[config.mk]
export PLATFORM = sky130hd
export DESIGN_NAME = four_bit_serial_add
export DESIGN_NICKNAME = d
export VERILOG_FILES = /design/src/rtl/four_bit_serial_pkg.sv /design/src/rtl/serial_shift_reg.sv /design/src/rtl/four_bit_serial_add.sv
export SDC_FILE = /design/constraint.sdc
export NUM_CORES = 1
export LEC_CHECK = 0
export ABC_AREA = 1
export CAP_MARGIN = 15
export CORE_MARGIN = 1.5
export CORE_UTILIZATION = 31
export DETAILED_ROUTE_END_ITERATION = 16
export PLACE_DENSITY = 0.67
export SLEW_MARGIN = 20
export SYNTH_ARGS = -nofsm -noshare
export SYNTH_HDL_FRONTEND = slang
export SYNTH_SLANG_ARGS = --single-unit
[constraint.sdc]
create_clock -name clk -period 1.2 [get_ports clk]
set_input_delay 0.24 -clock clk [delete_from_list [all_inputs] [get_ports clk]]
set_output_delay 0.24 -clock clk [all_outputs]
set_load 0.01 [all_outputs]
[src/rtl/four_bit_serial_pkg.sv]
// rtl/four_bit_serial_pkg.sv - shared state and command encodings for the serial add/subtract blocks
package four_bit_serial_pkg;

    typedef enum logic [1:0] {
        IDLE  = 2'b00,
        READY = 2'b01,
        RUN   = 2'b10,
        DONE  = 2'b11
    } serial_state_t;

    localparam logic [1:0] SEL_HOLD  = 2'b00;
    localparam logic [1:0] SEL_SHIFT = 2'b01;
    localparam logic [1:0] SEL_CLEAR = 2'b10;
    localparam logic [1:0] SEL_LOAD  = 2'b11;

endpackage

[src/rtl/serial_shift_reg.sv]
// rtl/serial_shift_reg.sv - WIDTH-bit register with parallel load, clear and right shift with serial-in
module serial_shift_reg #(
    parameter int WIDTH = 4
) (
    input  logic             clk,
    input  logic             rst,
    input  logic             load,
    input  logic             clear,
    input  logic             shift,
    input  logic             sin,
    input  logic [WIDTH-1:0] din,
    output logic [WIDTH-1:0] q
);

    always_ff @(posedge clk) begin
        if (rst || clear) begin
            q <= '0;
        end else if (load) begin
            q <= din;
        end else if (shift) begin
            q <= {sin, q[WIDTH-1:1]};
        end
    end

endmodule

[src/rtl/four_bit_serial_add.sv]
// rtl/four_bit_serial_add.sv - LSB-first bit-serial adder with control FSM; SERIAL_ADD_OVF_EN adds signed overflow
module four_bit_serial_add
    import four_bit_serial_pkg::*;
#(
    parameter int WIDTH = 4
) (
    input  logic             clk,
    input  logic             rst,
    input  logic             SI,
    input  logic [1:0]       sel,
    input  logic [WIDTH-1:0] a_in,
    input  logic [WIDTH-1:0] b_in,
    output logic [WIDTH-1:0] shift_reg_A_out,
    output logic [WIDTH-1:0] shift_reg_B_out,
    output logic             Q,
    output logic             Sum,
    output logic             cout,
    output logic             ovf,
    output logic             busy,
    output logic             done
);

    localparam int CW = $clog2(WIDTH) + 1;
    localparam logic [CW-1:0] LAST_STEP = CW'(WIDTH - 1);

    serial_state_t state;
    logic [CW-1:0] count;
    logic          do_load;
    logic          do_clear;
    logic          do_shift;
    logic          carry;

    assign do_load  = (sel == SEL_LOAD);
    assign do_clear = (sel == SEL_CLEAR);
    assign do_shift = (sel == SEL_SHIFT) && (state == READY || state == RUN);

    assign Sum   = shift_reg_A_out[0] ^ shift_reg_B_out[0] ^ Q;
    assign carry = (shift_reg_A_out[0] & shift_reg_B_out[0])
                 | (Q & (shift_reg_A_out[0] ^ shift_reg_B_out[0]));
    assign cout  = (state == DONE) ? Q : 1'b0;

    serial_shift_reg #(.WIDTH(WIDTH)) u_reg_a (
        .clk   (clk),
        .rst   (rst),
        .load  (do_load),
        .clear (do_clear),
        .shift (do_shift),
        .sin   (Sum),
        .din   (a_in),
        .q     (shift_reg_A_out)
    );

    serial_shift_reg #(.WIDTH(WIDTH)) u_reg_b (
        .clk   (clk),
        .rst   (rst),
        .load  (do_load),
        .clear (do_clear),
        .shift (do_shift),
        .sin   (SI),
        .din   (b_in),
        .q     (shift_reg_B_out)
    );

    always_ff @(posedge clk) begin
        if (rst) begin
            state <= IDLE;
            count <= '0;
            Q     <= 1'b0;
            busy  <= 1'b0;
            done  <= 1'b0;
        end else begin
            done <= 1'b0;
            if (do_load) begin
                state <= READY;
                count <= '0;
                Q     <= 1'b0;
                busy  <= 1'b1;
            end else if (do_clear) begin
                state <= IDLE;
                count <= '0;
                Q     <= 1'b0;
                busy  <= 1'b0;
            end else if (do_shift) begin
                Q     <= carry;
                count <= count + 1'b1;
                if (count == LAST_STEP) begin
                    state <= DONE;
                    busy  <= 1'b0;
                    done  <= 1'b1;
                end else begin
                    state <= RUN;
                    busy  <= 1'b1;
                end
            end
        end
    end

`ifdef SERIAL_ADD_OVF_EN
    // Carry into the MSB is the carry flop just before the final step.
    logic msb_cin;

    always_ff @(posedge clk) begin
        if (rst || do_load || do_clear) begin
            msb_cin <= 1'b0;
        end else if (do_shift && count == LAST_STEP) begin
            msb_cin <= Q;
        end
    end

    assign ovf = (state == DONE) ? (msb_cin ^ Q) : 1'b0;
`else
    assign ovf = 1'b0;
`endif

endmodule

==> reports/results.tsv <==
metric	value	unit
initial antenna violation count	0	
cts bufs inserted	3	
initial drt markers	5	
Synth Instances	113	
critical path class	reg -> out	
xor/xnor share of the synthesized area	0	%
Final ANT Viol Nets	0	
FF-to-FF path depth	6	
complex-gate fraction of the synthesized area	12.6	%
status	finished, violations left	
layout cells sized above 1	33.1	%
failing checks	negative setup slack	
Via density	4.61	
die area	0.00305	sq mm
Post-Route Skew	0.730	ps
commonest non-fill, non-tap cell in the layout	nand2_1	
post-layout min period	1550	ps
CP Launch Type	register	
sequential fraction of the synthesis area	37.9	%
Cell Chain, Critical Path	fa_1, buf_2	
htree depth	1	
Crit. End Element	output port	
all-layer global routing usage	13.8	%
largest family of logic cells by synthesized area	simple AND/OR/NAND/NOR gates	
Cells after DPL	175	
worst min path class	in -> reg	
max-cap violation count	0	
Synth cell types	18	
Slowest-stage cell, CP	fa_1	
Synth Area in Simple Gates	30.3	%
ratio of final minimum period to clock period	129	%
CTS root buffer	clkbuf_4	
Worst VDD drop	0.000714	V
FMAX	646	MHz
vias in the first global route	757	
clock latency on the worst-skew pair	290	ps
Post-route DRC	0	
worst path arrival time	1310	ps
post-route setup slack	-347	ps
Layout area overhead	53.3	%
CORE AREA	0.00252	sq mm
Max stage delay on crit path	540	ps
post-synthesis register bit count	16	
P_leak	0.000601	uW
Top-Level Pins	27	
setup violators final	3	
CTS tree	built	
Starting Density	33.5	%
Post-Syn Area	846	sq um
dpl hpwl	1480	um
final slew viol count	0	
Final nets	170	
critical path data required time	960	ps
Max clock buf depth	2	
pin count of the biggest net entering global routing	19	
drt pass-1 iters	4	
DIE HEIGHT	55.2	um
fin cells	181	
Overflow after GRT	0	
CTS clk-pin slew, worst paths	90	ps
multiplexer share of the synthesized area	0	%
Hold Vio Cnt, Final	0	
hold depth	4	
Rows	18	
PwrDens	878	mW/mm^2
first-pass GRT wire length	3390	um
clk sink count	16	
final wirelength	2000	um
Final Util	51.4	%
Ys Warns	0	
Placer Congestion	0.764	
Mean Syn Cell Area	7.49	sq um
most frequent cells in the layout	nand2_1 (29), nand3_1 (17), clkdlybuf4s50_1 (10)	
IO Port Bufs	25	
Die Span X	55.2	um
Max FO, Critical Path	2	
Post-Synth Adder-Cell Area	8.28	%
wire length per cell	11.0	um
via count	834	
unrepaired setup endpoints after global routing	true	
syn_nets	131	
Ant. Diodes	0	
==> path summary, 6_finish.rpt <==
path | start | end | slack, ps
max | u_reg_b.q[0]$_SDFFE_PP0P_ | Sum | -350
min | sel[0] | done$_SDFF_PP0_ | 450
max reg2reg | u_reg_b.q[0]$_SDFFE_PP0P_ | u_reg_a.q[3]$_SDFFE_PP0P_ | -110
min reg2reg | count[1]$_SDFFE_PP0P_ | count[1]$_SDFFE_PP0P_ | 490
==> per-stage QoR <==
step	area, sq um	power [uW]	setup TNS, ps	hold WS, ps	setup slack (ps)
after floorplan	847	666	-49.8	309	-49.8
after global routing	1300	1200	-771	454	-409
after detailed placement	1200	769	-5170	469	-446
after CTS	1250	1140	-515	481	-363
after global placement	1200	767	-4670	454	-433
final	1300	1140	-483	449	-347
==> state kept, by name (all words and copies together), names as in the netlist <==
signal and count:
state 2, count 3, done 1, u_reg_a.q 4
busy 1, Q 1, u_reg_b.q 4
==> what timing repair did <==
item                                   in CTS  in global routing
gates resized for setup                    41                 26
pin swaps                                   3                  4
setup endpoints to repair                  28                 22
endpoints found under the hold margin       0                  0
buffers inserted                            2                  1
hold buffers                                0                  0
==> cell usage after synthesis <==
cell type / number / area [sq um]
o21ai_0: 3 / 15.0
inv_1: 10 / 37.5
clkbuf_8: 2 / 27.5
dfxtp_1: 16 / 320
a21oi_1: 13 / 65.1
ha_1: 4 / 50.1
nand2_8: 1 / 20.0
buf_4: 1 / 7.51
nor3_1: 1 / 5.00
nand3_1: 17 / 85.1
conb_1: 1 / 3.75
buf_6: 1 / 11.3
o21bai_4: 1 / 18.8
buf_2: 1 / 5.00
nand2_1: 34 / 128
o21a_1: 1 / 7.51
nor2_1: 5 / 18.8
fa_1: 1 / 20.0
==> where the power goes <==
group | internal (uW) | switching [uW] | total (uW)
Clock | 185 | 179 | 364
Sequential | 545 | 9.22 | 554
Combinational | 113 | 107 | 220
==> layer usage <==
metal / share of wire, % / GRT usage [%] / vias to the layer above / wire length (um)
li1: - / - / 440 / -
met3: 5.3 / 3.28 / 3 / 106
met5: 0 / 0 / - / 0
met4: 1.4 / 6.97 / 0 / 28
met2: 47 / 22.1 / 24 / 948
met1: 46 / 17.2 / 367 / 916
==> cell families after synthesis <==
family,after synthesis
and+or+nand+nor,58
AOI/OAI and AO/OA,18
DFF,16
buffers and inverters,15
adders and majority gates,5
other,1
==> layout make-up <==
| type | count | area [sq um] |
|---|---|---|
| fill | 251 | 1230 |
| multi-input combinational | 82 | 497 |
| timing repair buffer | 39 | 358 |
| sequential | 16 | 330 |
| inverter | 10 | 37.5 |
| tap | 30 | 37.5 |
| clock buffer | 4 | 36.3 |
==> worst max-delay path: cells and delay by family, from the launching register on <==
kind	cells	cell delay [ps]
buffers and inverters	1	130
flip-flops	1	340
adder cells (fa/ha/maj)	1	540
No activity file was read; power rests on OpenSTA's default activity.
